**config.mk**
```make
export PLATFORM = sky130hd
export DESIGN_NAME = fir_tap_sched
export DESIGN_NICKNAME = d
export VERILOG_FILES = /design/src/rtl/fir_pkg.sv /design/src/rtl/fir_coef_bank.sv /design/src/rtl/fir_tap_sched.sv
export SDC_FILE = /design/constraint.sdc
export NUM_CORES = 1
export LEC_CHECK = 0
export ABC_AREA = 1
export CORE_MARGIN = 2
export CORE_UTILIZATION = 55
export DETAILED_ROUTE_END_ITERATION = 16
export HOLD_SLACK_MARGIN = 0.03
export PLACE_DENSITY_LB_ADDON = 0.15
export SYNTH_ARGS = -nofsm -noshare
export SYNTH_HDL_FRONTEND = slang
export SYNTH_SLANG_ARGS = --single-unit
```
**constraint.sdc**
```tcl
create_clock -name clk -period 4.1 [get_ports clk]
set_input_delay 0.615 -clock clk [delete_from_list [all_inputs] [get_ports clk]]
set_output_delay 0.615 -clock clk [all_outputs]
set_load 0.005 [all_outputs]
```
**src/rtl/fir_pkg.sv**
```systemverilog
// Shared widths, FSM state and tag type for the 6-tap FIR tap scheduler.
package fir_pkg;

  localparam int unsigned DATA_W    = 16;
  localparam int unsigned COEF_W    = 14;
  localparam int unsigned NTAPS     = 6;
  localparam int unsigned OUT_W     = 26;
  localparam int unsigned LAT       = 2;
  localparam int unsigned ADDR_W    = 3;
  localparam int unsigned DRAIN_CYC = NTAPS - 1;
  localparam int unsigned CNT_W     = 3;
  localparam int unsigned BANK_W    = NTAPS * COEF_W;

  typedef enum logic {
    ST_RUN   = 1'b0,
    ST_DRAIN = 1'b1
  } state_e;

  // Per-cycle qualifier travelling alongside the sample through the filter.
  typedef struct packed {
    logic vld;
    logic tail;
  } tag_t;

endpackage

```
**src/rtl/fir_coef_bank.sv**
```systemverilog
// Shadow/active coefficient banks.
//   wr_en/wr_addr/wr_data : shadow write (already qualified by the caller)
//   copy                  : active <= shadow (sees a same-cycle write)
//   addr_err_c            : write addressed a non-existent tap
//   fir_coef              : flattened active bank, tap k at [k*COEF_W +: COEF_W]
module fir_coef_bank
  import fir_pkg::*;
(
  input  logic              clk,
  input  logic              reset,
  input  logic              wr_en,
  input  logic [ADDR_W-1:0] wr_addr,
  input  logic [COEF_W-1:0] wr_data,
  input  logic              copy,
  output logic              addr_err_c,
  output logic [BANK_W-1:0] fir_coef
);

  logic [NTAPS-1:0][COEF_W-1:0] shadow_q, shadow_d;
  logic [NTAPS-1:0][COEF_W-1:0] active_q, active_d;

  assign addr_err_c = wr_en && (wr_addr >= ADDR_W'(NTAPS));

  // Write lands in the shadow first so a same-cycle copy picks it up.
  always_comb begin
    shadow_d = shadow_q;
    active_d = active_q;
    for (int k = 0; k < NTAPS; k++) begin
      if (wr_en && (wr_addr == ADDR_W'(k))) shadow_d[k] = wr_data;
    end
    if (copy) active_d = shadow_d;
  end

  always_ff @(posedge clk or negedge reset) begin
    if (!reset) begin
      shadow_q <= '0;
      active_q <= '0;
    end else begin
      shadow_q <= shadow_d;
      active_q <= active_d;
    end
  end

  assign fir_coef = active_q;

endmodule

```
**src/rtl/fir_tap_sched.sv**
```systemverilog
// Sequencer for a free-running 6-tap transposed FIR.
//   in_*        : sample valid/ready handshake; fir_a carries the sample (0 when idle/draining)
//   coef_*      : shadow-bank programming and commit (swap_mode 0 = immediate, 1 = drain)
//   fir_coef    : active coefficient bank to the filter
//   out_valid/out_tail : qualifiers aligned with filter output b
//   busy/underrun/wr_err : status (underrun and wr_err are sticky)
module fir_tap_sched
  import fir_pkg::*;
(
  input  logic              clk,
  input  logic              reset,
  input  logic              in_valid,
  input  logic [DATA_W-1:0] in_data,
  output logic              in_ready,
  input  logic              coef_wr_en,
  input  logic [ADDR_W-1:0] coef_wr_addr,
  input  logic [COEF_W-1:0] coef_wr_data,
  input  logic              coef_commit,
  input  logic              swap_mode,
  output logic [DATA_W-1:0] fir_a,
  output logic [BANK_W-1:0] fir_coef,
  output logic              out_valid,
  output logic              out_tail,
  output logic              busy,
  output logic              underrun,
  output logic              wr_err
);

  state_e             state_q, state_d;
  logic [CNT_W-1:0]   cnt_q, cnt_d;
  logic               in_ready_q, in_ready_d;
  logic               busy_q, busy_d;
  logic               underrun_q, underrun_d;
  logic               wr_err_q, wr_err_d;
  tag_t [LAT-1:0]     tag_q, tag_d;

  logic fire;
  logic wr_go;
  logic commit_go;
  logic bank_copy;
  logic bank_addr_err_c;

  // in_ready is a flop so it stays low through reset and rises one cycle after release.
  assign fire      = in_valid && in_ready_q;
  assign fir_a     = fire ? in_data : '0;
  assign wr_go     = coef_wr_en && !busy_q;
  assign commit_go = coef_commit && !busy_q;

  fir_coef_bank u_bank (
    .clk        (clk),
    .reset      (reset),
    .wr_en      (wr_go),
    .wr_addr    (coef_wr_addr),
    .wr_data    (coef_wr_data),
    .copy       (bank_copy),
    .addr_err_c (bank_addr_err_c),
    .fir_coef   (fir_coef)
  );

  // Next-state, bank-swap control, status and tag pipeline.
  always_comb begin
    state_d    = state_q;
    cnt_d      = cnt_q;
    busy_d     = 1'b0;
    underrun_d = underrun_q;
    wr_err_d   = wr_err_q;
    bank_copy  = 1'b0;
    tag_d      = {tag_q[LAT-2:0], tag_t'{vld: fire, tail: (state_q == ST_DRAIN)}};

    if (in_ready_q && !in_valid) underrun_d = 1'b1;
    if (busy_q && (coef_wr_en || coef_commit)) wr_err_d = 1'b1;
    if (bank_addr_err_c) wr_err_d = 1'b1;

    case (state_q)
      ST_RUN: begin
        if (commit_go) begin
          busy_d = 1'b1;
          if (swap_mode) begin
            state_d = ST_DRAIN;
            cnt_d   = CNT_W'(DRAIN_CYC);
          end else begin
            bank_copy = 1'b1;
          end
        end
      end
      ST_DRAIN: begin
        busy_d = 1'b1;
        cnt_d  = cnt_q - CNT_W'(1);
        // Zeros have flushed every old-sample term; swap on the last drain cycle.
        if (cnt_q == CNT_W'(1)) begin
          bank_copy = 1'b1;
          state_d   = ST_RUN;
          busy_d    = 1'b0;
        end
      end
      default: state_d = ST_RUN;
    endcase

    in_ready_d = (state_d == ST_RUN);
  end

  always_ff @(posedge clk or negedge reset) begin
    if (!reset) begin
      state_q    <= ST_RUN;
      cnt_q      <= '0;
      in_ready_q <= 1'b0;
      busy_q     <= 1'b0;
      underrun_q <= 1'b0;
      wr_err_q   <= 1'b0;
      tag_q      <= '0;
    end else begin
      state_q    <= state_d;
      cnt_q      <= cnt_d;
      in_ready_q <= in_ready_d;
      busy_q     <= busy_d;
      underrun_q <= underrun_d;
      wr_err_q   <= wr_err_d;
      tag_q      <= tag_d;
    end
  end

  assign in_ready  = in_ready_q;
  assign busy      = busy_q;
  assign underrun  = underrun_q;
  assign wr_err    = wr_err_q;
  assign out_valid = tag_q[LAT-1].vld;
  assign out_tail  = tag_q[LAT-1].tail;

endmodule

```
* Word level (Yosys, flattened, before mapping) *
Index checks and enable logic that the tools add are counted.

word-level totals
  output and inout bits = 106
  memories kept = 0
  register bits = 180
  bits in read-only memories = 0
  bits in latches = 0
  bits in writable memories = 0

cells by class
  add/subtract/negate cells = 1
  shift operators = 0
  $lt $le $gt $ge = 1
  bitwise operators = 2
  eq/ne operators = 8
  muxes and demuxes = 22
  reductions and logical operators = 18
  div/mod/pow operators = 0
  multiply operators = 0

operators by type and width
  kind                                                                number
  14-bit 2-to-1 mux                                                   6
  16-bit 2-to-1 mux                                                   1
  1-bit logical AND                                                   12
  1-bit 2-to-1 mux                                                    9
  3-bit by 1-bit == test with 1-bit output, second input constant     2
  3-bit by 2-bit == test with 1-bit output, second input constant     2
  3-bit == test, second input constant                                2
  3-bit 2-to-1 mux                                                    2
  1-bit case mux with 2 select lines                                  3
  3-bit case mux with 2 select lines                                  1
  2-bit inequality test, second input constant                        2
  3-bit greater-or-equal comparator, second input constant            1
  3-bit logical NOT                                                   1
  3-bit by 1-bit subtractor with 3-bit output, second input constant  1
  1-bit logical NOT                                                   2
  1-bit inverter                                                      2
  2-bit AND reduction                                                 1
  2-bit nonzero test                                                  1
  1-bit logical OR                                                    1

* Longest topological paths before layout *
Gate-level depths: netlist (run 1).

  depth in word-level cells = 5
  mapped depth = 9

* Hierarchy *
Synthesis (run 1) repeated with hierarchy kept, for this count alone.

second synthesis, totals
  cells, all modules = 915
  area, all modules = 7850.0 um2

by module, submodules not included
  module         seq. area each (um2)  area an instance (um2)  instances  cells an instance
  fir_coef_bank  4204.0                7235.7                  1          830
  fir_tap_sched  300.3                 614.3                   1          85

* Worst setup path after synthesis (run 1) *
No wires, ideal clock.

  path kind = input to output
  start point = input port in_valid
  end point = output port fir_a[10]
  path slack = 2345 ps
  cell stages on the path = 3
  path buffers = 1
  required time = 3485 ps
  arrival time = 1140 ps
  path through = nand2_1 -> clkbuf_1 -> nor2_1

between the ends
  word-level cells in the longest chain between the ends = 2

RTL lines
  what                RTL line             RTL
  start: declaration  fir_tap_sched.sv:12  input logic in_valid,
  1-bit logical AND   fir_tap_sched.sv:44  assign fire = in_valid && in_ready_q;
  16-bit 2-to-1 mux   fir_tap_sched.sv:45  assign fir_a = fire ? in_data : '0;
  end: declaration    fir_tap_sched.sv:20  output logic [DATA_W-1:0] fir_a,

Every way passes these cells.

* Final worst setup path (run 1) *
  start point = input port in_valid
  end point = output port fir_a[2]

The elaborated chain is that of the path after synthesis.

==> results of run 1 <==
## cell families after synthesis
| kind of cell | after synthesis | synth area share (%) |
|---|---|---|
| buffers and inverters | 167 | 9.03 |
| AO/OA/AOI/OAI | 7 | 0.560 |
| AND/OR/NAND/NOR | 552 | 32.5 |
| adder cells (fa/ha/maj) | 2 | 0.320 |
| flip-flops | 180 | 57.5 |
## Yosys cell counts (4+ instances only)
| cell type | number |
|---|---|
| nand3_2 | 4 |
| nand3_1 | 143 |
| dfrtp_1 | 180 |
| and2_1 | 84 |
| nor2_4 | 5 |
| clkbuf_1 | 4 |
| nor2_1 | 18 |
| inv_1 | 127 |
| nand2_1 | 293 |
| buf_2 | 19 |
| buf_4 | 13 |
## per-layer routing
layer | GRT usage, % | routed length [microns] | up-vias
met1 | 38.3 | 8540 | 3007
li1 | - | - | 3019
met3 | 5.21 | 1040 | 45
met4 | 11.2 | 590 | 0
met5 | 0 | 0 | -
met2 | 39.9 | 8840 | 192
## power by group through the flow
stage	clock network [uW]	registers, uW	logic, uW
after global placement	0	3060	2860
after floorplan	0	3060	1560
after CTS	1630	3070	2960
after global routing	1700	3160	3330
after detailed placement	0	3090	2910
final	1620	3070	2940
## flip-flops by register name, summed over array words and instances (netlist names)
| name | count |
|---|---|
| busy | 1 |
| cnt_q | 3 |
| in_ready | 1 |
| out_tail | 1 |
| out_valid | 1 |
| state_q | 1 |
| tag_d | 2 |
| u_bank.fir_coef | 84 |
| u_bank.shadow_q | 84 |
| underrun | 1 |
| wr_err | 1 |
## critical path, stage by stage
cell and delay (ps):
clkdlybuf4s50_1 480, nand2_1 290, nor2_1 230, clkdlybuf4s50_1 560
## worst max-delay path by stage
stage	slack, ps	to	start	cells after the start
CTS	1300	fir_a[2]	in_valid	4
global route	1220	fir_a[2]	in_valid	4
floorplan	2350	fir_a[10]	in_valid	3
finish	1310	fir_a[2]	in_valid	4
global placement	1420	fir_a[10]	in_valid	4
detailed placement	1310	fir_a[2]	in_valid	4
## cell type report
cell class / count / area, sq um / area share, %
multi-input cells: 561 / 2620 / 26.4
inverters: 130 / 488 / 4.91
clock buffers: 25 / 485 / 4.89
repair buffers: 150 / 1510 / 15.2
flip-flops and latches: 180 / 4500 / 45.4
clock inverters: 7 / 97.6 / 0.983
well taps: 180 / 225 / 2.27
## metrics by stage
stage | power (uW) | hold slack (ps) | worst slack, ps
2_1_floorplan | 4620 | 319 | 2350
3_3_place_gp | 5920 | 332 | 1420
3_5_place_dp | 6000 | 339 | 1310
4_1_cts | 7660 | 316 | 1300
5_1_grt | 8190 | 356 | 1220
6_report | 7630 | 246 | 1310
==> impl_metrics.json, run 1 <==
{
  "crit_arrival_ps": 2180,
  "ys_warn_count": 0,
  "chipHeight_microns": 123,
  "final_cells": 1233,
  "nFillCells": 1132,
  "routed_wl_mm": 19.0,
  "yosysUniqueCellTypes": 23,
  "area_growth_syn_to_layout_pct": 26.9,
  "tightest_slew_ps": 984,
  "p_comb_share_pct": 38.6,
  "worst_setup_path_end_kind": "primary output",
  "seqPwrFrac_pct": 40.2,
  "status": "complete, no violations",
  "required_ps": 3480,
  "synth_top_cell_by_area": "dfrtp_1",
  "clk_latency_ps": 440,
  "ios": 145,
  "ff2ff_path_depth": 7,
  "rows": 43,
  "cap_violations": 0,
  "stdcell_area_sq_mm": 0.00993,
  "dpl.hpwl_mm": 12.0,
  "synthFlopType": "dfrtp_1",
  "hold_viol_final": 0,
  "p_leak_uw": 0.00497,
  "antenna_cells": 0,
  "cts_hold_buf": 0,
  "fin_crit_ps": 2790,
  "p_switching_uw": 2470,
  "hp-class": "in -> async",
  "rrSetupSlack_ps": 2010,
  "dp.cells": 1201,
  "vias": 6263,
  "ys_async_sr_fraction_pct": 100,
  "grt.total_usage_pct": 26.7,
  "finClkSkew_ps": 5.93,
  "cts_resized": 0,
  "rsz0062_at_grt": "no",
  "synth.avg_cell_area_sq_um": 8.62,
  "grt_overflow_total": 0,
  "nets": 1081,
  "p_clk_share_pct": 21.2,
  "drc": 0,
  "gp_congestion": 0.833,
  "clkTransAtPathRegs_ps": 60,
  "htreeDepth": 4,
  "wl_per_cell_microns": 15.4,
  "fin_util_pct": 71.6,
  "die_x_microns": 123,
  "grt_pass1_wl_mm": 30.6,
  "syn-num-nets": 949,
  "grt_max_degree": 98,
  "ys_top_cells_by_area": "dfrtp_1 58%, nand2_1 14%, nand3_1 9.1%, and2_1 6.7%, inv_1 6.1%",
  "p_per_area_mw_per_mm2": 768,
  "yosys.area.top_type_share_pct": 57.5,
  "numCtsBuffers": 17,
  "via_per_inst": 5.08,
  "sw_frac_of_total_pct": 32.4,
  "die_area_sq_mm": 0.0152,
  "syn-cell-area_sq_mm": 0.00783,
  "initial_core_util_pct": 56.4,
  "ir_worst_vdd_mv": 0.415,
  "synth_seq_cells": 180,
  "root_buffer": "clkbuf_16",
  "postRouteAntennaNets": 0,
  "coreArea_sq_mm": 0.0139,
  "layout_common_cells": "292 x nand2_1, 180 x dfrtp_1, 143 x nand3_1, 143 x clkdlybuf4s50_1, 126 x inv_1",
  "final_common_cell": "nand2_1",
  "setup_viol": 0,
  "path_max_fanout": 17,
  "synth-edff-count": 0,
  "drv_slew": 0,
  "port_buffers": 144,
  "antenna_found_initial": 0,
  "firstDrtPassIters": 7,
  "maxSlewHeadroom_pct": 34.2,
  "cp-start-kind": "input port",
  "netlist_instances": 908,
  "r2r-end": "u_bank.fir_coef[40]",
  "cts_buffer_depth": 2,
  "cts.sinks": 180,
  "drtIter0Drc": 524,
  "place_area_sq_mm": 0.00935,
  "power.internal_uw": 5160,
  "clock.fmax_mhz": 358,
  "r2r_start": "cnt_q[0]",
  "yosysSeqAreaShare_pct": 57.5,
  "drive_gt1_share_pct": 5.03,
  "cts_tree": "built",
  "fin_crit_sh_pct": 68.1,
  "grt_pass1_vias": 5909,
  "cts_setup_buffers": 0,
  "crit_type": "in -> out",
  "setup-tns-final_ps": 0
}
(Power assumes the default switching activity.)
==> inputs of run 2 (changes only) <==
Settings changed: CORE_UTILIZATION 55 to 52.
Clock period 4.1 ns to 2.8 ns, I/O delays scaled along.
==> impl_metrics.json, run 2 (synthesis results as in run 1) <==
{
  "cts_resized": 0,
  "worst_setup_path_end_kind": "primary output",
  "grt_max_degree": 85,
  "setup_viol": 0,
  "rows": 44,
  "routed_wl_mm": 19.3,
  "firstDrtPassIters": 5,
  "die_area_sq_mm": 0.0161,
  "layout_setup_ws_ps": 448,
  "status": "complete, no violations",
  "tightest_slew_ps": 709,
  "layout_common_cells": "292 x nand2_1, 180 x dfrtp_1, 143 x nand3_1, 143 x clkdlybuf4s50_1, 126 x inv_1",
  "cts_buffer_depth": 2,
  "postRouteAntennaNets": 0,
  "fin_crit_ps": 2350,
  "gp_congestion": 0.783,
  "via_per_inst": 5.03,
  "place_ws_ps": 465,
  "final_common_cell": "nand2_1",
  "dpl.hpwl_mm": 12.3,
  "clk_latency_ps": 430,
  "hold_viol_final": 0,
  "coreArea_sq_mm": 0.0146,
  "area_growth_syn_to_layout_pct": 28.2,
  "nets": 1090,
  "drc": 0,
  "htreeDepth": 4,
  "finClkSkew_ps": 8.46,
  "clock.fmax_mhz": 425,
  "final_cells": 1245,
  "port_buffers": 144,
  "ios": 145,
  "maxSlewHeadroom_pct": 52.7,
  "cts.sinks": 180,
  "grt_pass1_wl_mm": 31.1,
  "antenna_found_initial": 2,
  "wl_per_cell_microns": 15.5,
  "ir_worst_vdd_mv": 0.650,
  "crit_type": "in -> out",
  "required_ps": 2380,
  "setup-tns-final_ps": 0,
  "path_max_fanout": 17,
  "grt_pass1_vias": 5949,
  "cts_tree": "built",
  "rsz0062_at_grt": "no",
  "p_per_area_mw_per_mm2": 1120,
  "drv_slew": 0,
  "cp-start-kind": "input port",
  "grt.total_usage_pct": 25.1,
  "dp.cells": 1213,
  "antenna_cells": 0,
  "root_buffer": "clkbuf_16",
  "p_leak_uw": 0.00503,
  "chipHeight_microns": 127,
  "die_x_microns": 127,
  "vias": 6265,
  "grt_overflow_total": 0,
  "fin_crit_sh_pct": 84.0,
  "initial_core_util_pct": 53.5,
  "drtIter0Drc": 538,
  "clkTransAtPathRegs_ps": 60,
  "numCtsBuffers": 17,
  "drive_gt1_share_pct": 5.94,
  "hp-class": "reg -> reg",
  "crit_arrival_ps": 1930,
  "cap_violations": 0
}
-- run 2: worst paths after layout --
path                           from                   to  slack [ps]  depth (start not counted)
max                        in_valid             fir_a[2]         450                          4
min                        tag_d[2]             out_tail         350                          0
max reg2reg                cnt_q[0]  u_bank.fir_coef[73]         930                          7
min reg2reg                tag_d[2]             out_tail         350                          0
max in group asynchronous     reset  u_bank.shadow_q[38]        1500                          3
min in group asynchronous     reset  u_bank.shadow_q[68]         570                          2
-- run 2: what timing repair did --
item	CTS	global route
hold buffers	1	0
buffers inserted	0	0
hold endpoints to repair	1	0
-- run 2: metrics by stage --
stage	area [sq um]	power, uW	hold slack [ps]	util (%)
floorplan	7830	6760	124	-
global placement	9430	8670	332	64.4
detailed placement	9430	8800	335	64.4
CTS	10000	11300	349	68.5
global route	10000	12100	354	68.5
finish	10000	11300	349	68.5
-- run 2: per-layer routing --
layer | wire length (microns) | global-route usage [%] | vias to the layer above | part of all wire, %
met5 | 27 | 0 | - | 0.14
met4 | 386 | 8.34 | 4 | 2.0
met3 | 944 | 5.48 | 31 | 4.9
met2 | 9200 | 39.1 | 164 | 48
met1 | 8760 | 35.7 | 3029 | 45
li1 | - | - | 3037 | -
-- run 2: area by class of cell --
cell class	count	area, sq um
Timing Repair Buffer	159	1600
Inverter	130	488
Tap cell	184	230
Clock inverter	9	128
Sequential cell	180	4500
Fill cell	1164	4610
Multi-Input combinational cell	561	2620
Clock buffer	22	474
-- run 2: where the power goes --
| part | internal [uW] | switching (uW) | leakage (uW) |
|---|---|---|---|
| logic | 2260 | 2060 | 0.00273 |
| clock network | 1470 | 978 | 0.000288 |
| registers | 3920 | 576 | 0.00201 |
| total | 7640 | 3610 | 0.00503 |
-- run 2: critical path, stage by stage --
cell,delay [ps]
clkdlybuf4s50_1,480
nand2_1,300
nor2_1,200
clkdlybuf4s50_1,530
==> inputs of run 3 (changes only) <==
Settings changed: CORE_UTILIZATION 52 to 47.
Clock period 2.8 ns to 1.93 ns, I/O delays scaled along.
==> impl_metrics.json, run 3 (synthesis results as in run 1) <==
{
  "root_buffer": "clkbuf_16",
  "cp_slowest_cell": "clkdlybuf4s50_1",
  "coreArea_sq_mm": 0.0164,
  "drv_slew": 0,
  "required_ps": 1640,
  "setup_viol": 0,
  "ios": 145,
  "crit_type": "reg -> out",
  "final_common_cell": "nand2_1",
  "gp_congestion": 0.744,
  "cts.sinks": 180,
  "r2r_start": "cnt_q[0]",
  "cts_buffer_depth": 2,
  "rows": 47,
  "chipHeight_microns": 133,
  "numCtsBuffers": 17,
  "maxSlewHeadroom_pct": 59.2,
  "clock.fmax_mhz": 590,
  "antenna_found_initial": 1,
  "cap_violations": 0,
  "vias": 6080,
  "area_growth_syn_to_layout_pct": 31.2,
  "grt_pass1_wl_mm": 31.2,
  "nFillCells": 1395,
  "drive_gt1_share_pct": 6.84,
  "p_leak_uw": 0.00526,
  "antenna_cells": 0,
  "routed_wl_mm": 19.2,
  "crit_start": "busy",
  "fin_crit_sh_pct": 87.8,
  "finClkSkew_ps": 5.81,
  "grt_overflow_total": 0,
  "initial_core_util_pct": 47.7,
  "critPathMaxStageDelay_ps": 530,
  "tightest_slew_ps": 612,
  "die_area_sq_mm": 0.0177,
  "setup-tns-final_ps": 0,
  "fin_crit_ps": 1690,
  "wl_per_cell_microns": 14.9,
  "drtIter0Drc": 396,
  "layout_common_cells": "291 x nand2_1, 180 x dfrtp_1, 143 x nand3_1",
  "port_buffers": 144,
  "cts_tree": "built",
  "grt_pass1_vias": 5977,
  "regArea_sq_mm": 0.00450,
  "clkTransAtPathRegs_ps": 60,
  "multi_input_area_sq_mm": 0.00262,
  "hold_slack_ps": 352,
  "dpl.hpwl_mm": 12.3,
  "crit_chain": "clkdlybuf4s50_1",
  "ir_worst_vdd_mv": 0.797,
  "crit_family": "buffers and inverters",
  "cp-start-kind": "flop",
  "grt_max_degree": 71,
  "dp.cells": 1255,
  "worst_setup_path_end_kind": "primary output",
  "path_max_fanout": 5,
  "final_cells": 1288,
  "hold_start": "tag_d[2]",
  "hp-class": "reg -> reg",
  "rsz0062_at_grt": "no",
  "htreeDepth": 4,
  "hold_viol_final": 0,
  "p_per_area_mw_per_mm2": 1610,
  "status": "complete, no violations",
  "firstDrtPassIters": 5,
  "via_per_inst": 4.72,
  "clk_latency_ps": 440,
  "path_buf_inv": 1,
  "nets": 1096,
  "drc": 0,
  "crit_arrival_ps": 1410,
  "die_x_microns": 133,
  "postRouteAntennaNets": 0,
  "grt.total_usage_pct": 22.9
}
-- run 3: changes by cell type in the layout (fill, tap and decap cells not counted), sizes merged --
cell           previous run  this run
clkdlybuf4s50           143       127
dlygate4sd2               0         9
dlymetal6s2s              0         7
buf                      15        21
clkinv                    3         8
clkbuf                   22        18
bufinv                    3         4
clkinvlp                  3         2
-- run 3: path summary, 6_finish.rpt --
path	endpoint	slack (ps)	depth (start not counted)
min in group asynchronous	u_bank.fir_coef[64]	420	3
worst min register to register	out_tail	350	0
worst max register to register	u_bank.fir_coef[31]	420	7
max in group asynchronous	u_bank.fir_coef[51]	960	3
worst max-delay path	busy	240	1
worst min-delay path	out_tail	350	0
-- run 3: routing by layer --
layer  up-vias  GRT usage, %  wire, microns
met2       146          36.6           9040
met1      2857          31.0           8880
met4         0          7.71            376
met3        26          5.29            907
li1       3051             -              -
met5         -             0              0
-- run 3: final cells by class --
type	instances	area share, %
clock buffers	18	4.18
clock inverters	14	1.82
inverters	130	4.75
multi-input cells	561	25.6
flip-flops and latches	180	43.9
well taps	220	2.68
repair buffers	165	17.1
-- run 3: metrics by stage --
stage                     cell area [sq um]  setup WS [ps]  util, %  total power [uW]
after floorplan                        7830            581        -              9810
after global placement                 9630           26.9     58.7             12800
after detailed placement               9630           13.0     58.7             12900
after CTS                             10200          0.963     62.4             16600
after global routing                  10300            184     62.6             17700
final                                 10300            235     62.6             16500
-- run 3: report_power, final --
| part | total, uW | switching [uW] | internal, uW |
|---|---|---|---|
| registers | 6520 | 835 | 5690 |
| logic | 6330 | 2940 | 3390 |
| clock network | 3640 | 1480 | 2160 |
| total | 16500 | 5250 | 11200 |
-- run 3: what timing repair did --
action	4_1_cts	5_1_grt
hold buffers	1	0
endpoints found under the setup margin	9	7
resized for setup	9	9
setup buffers	0	0
endpoints found under the hold margin	180	0
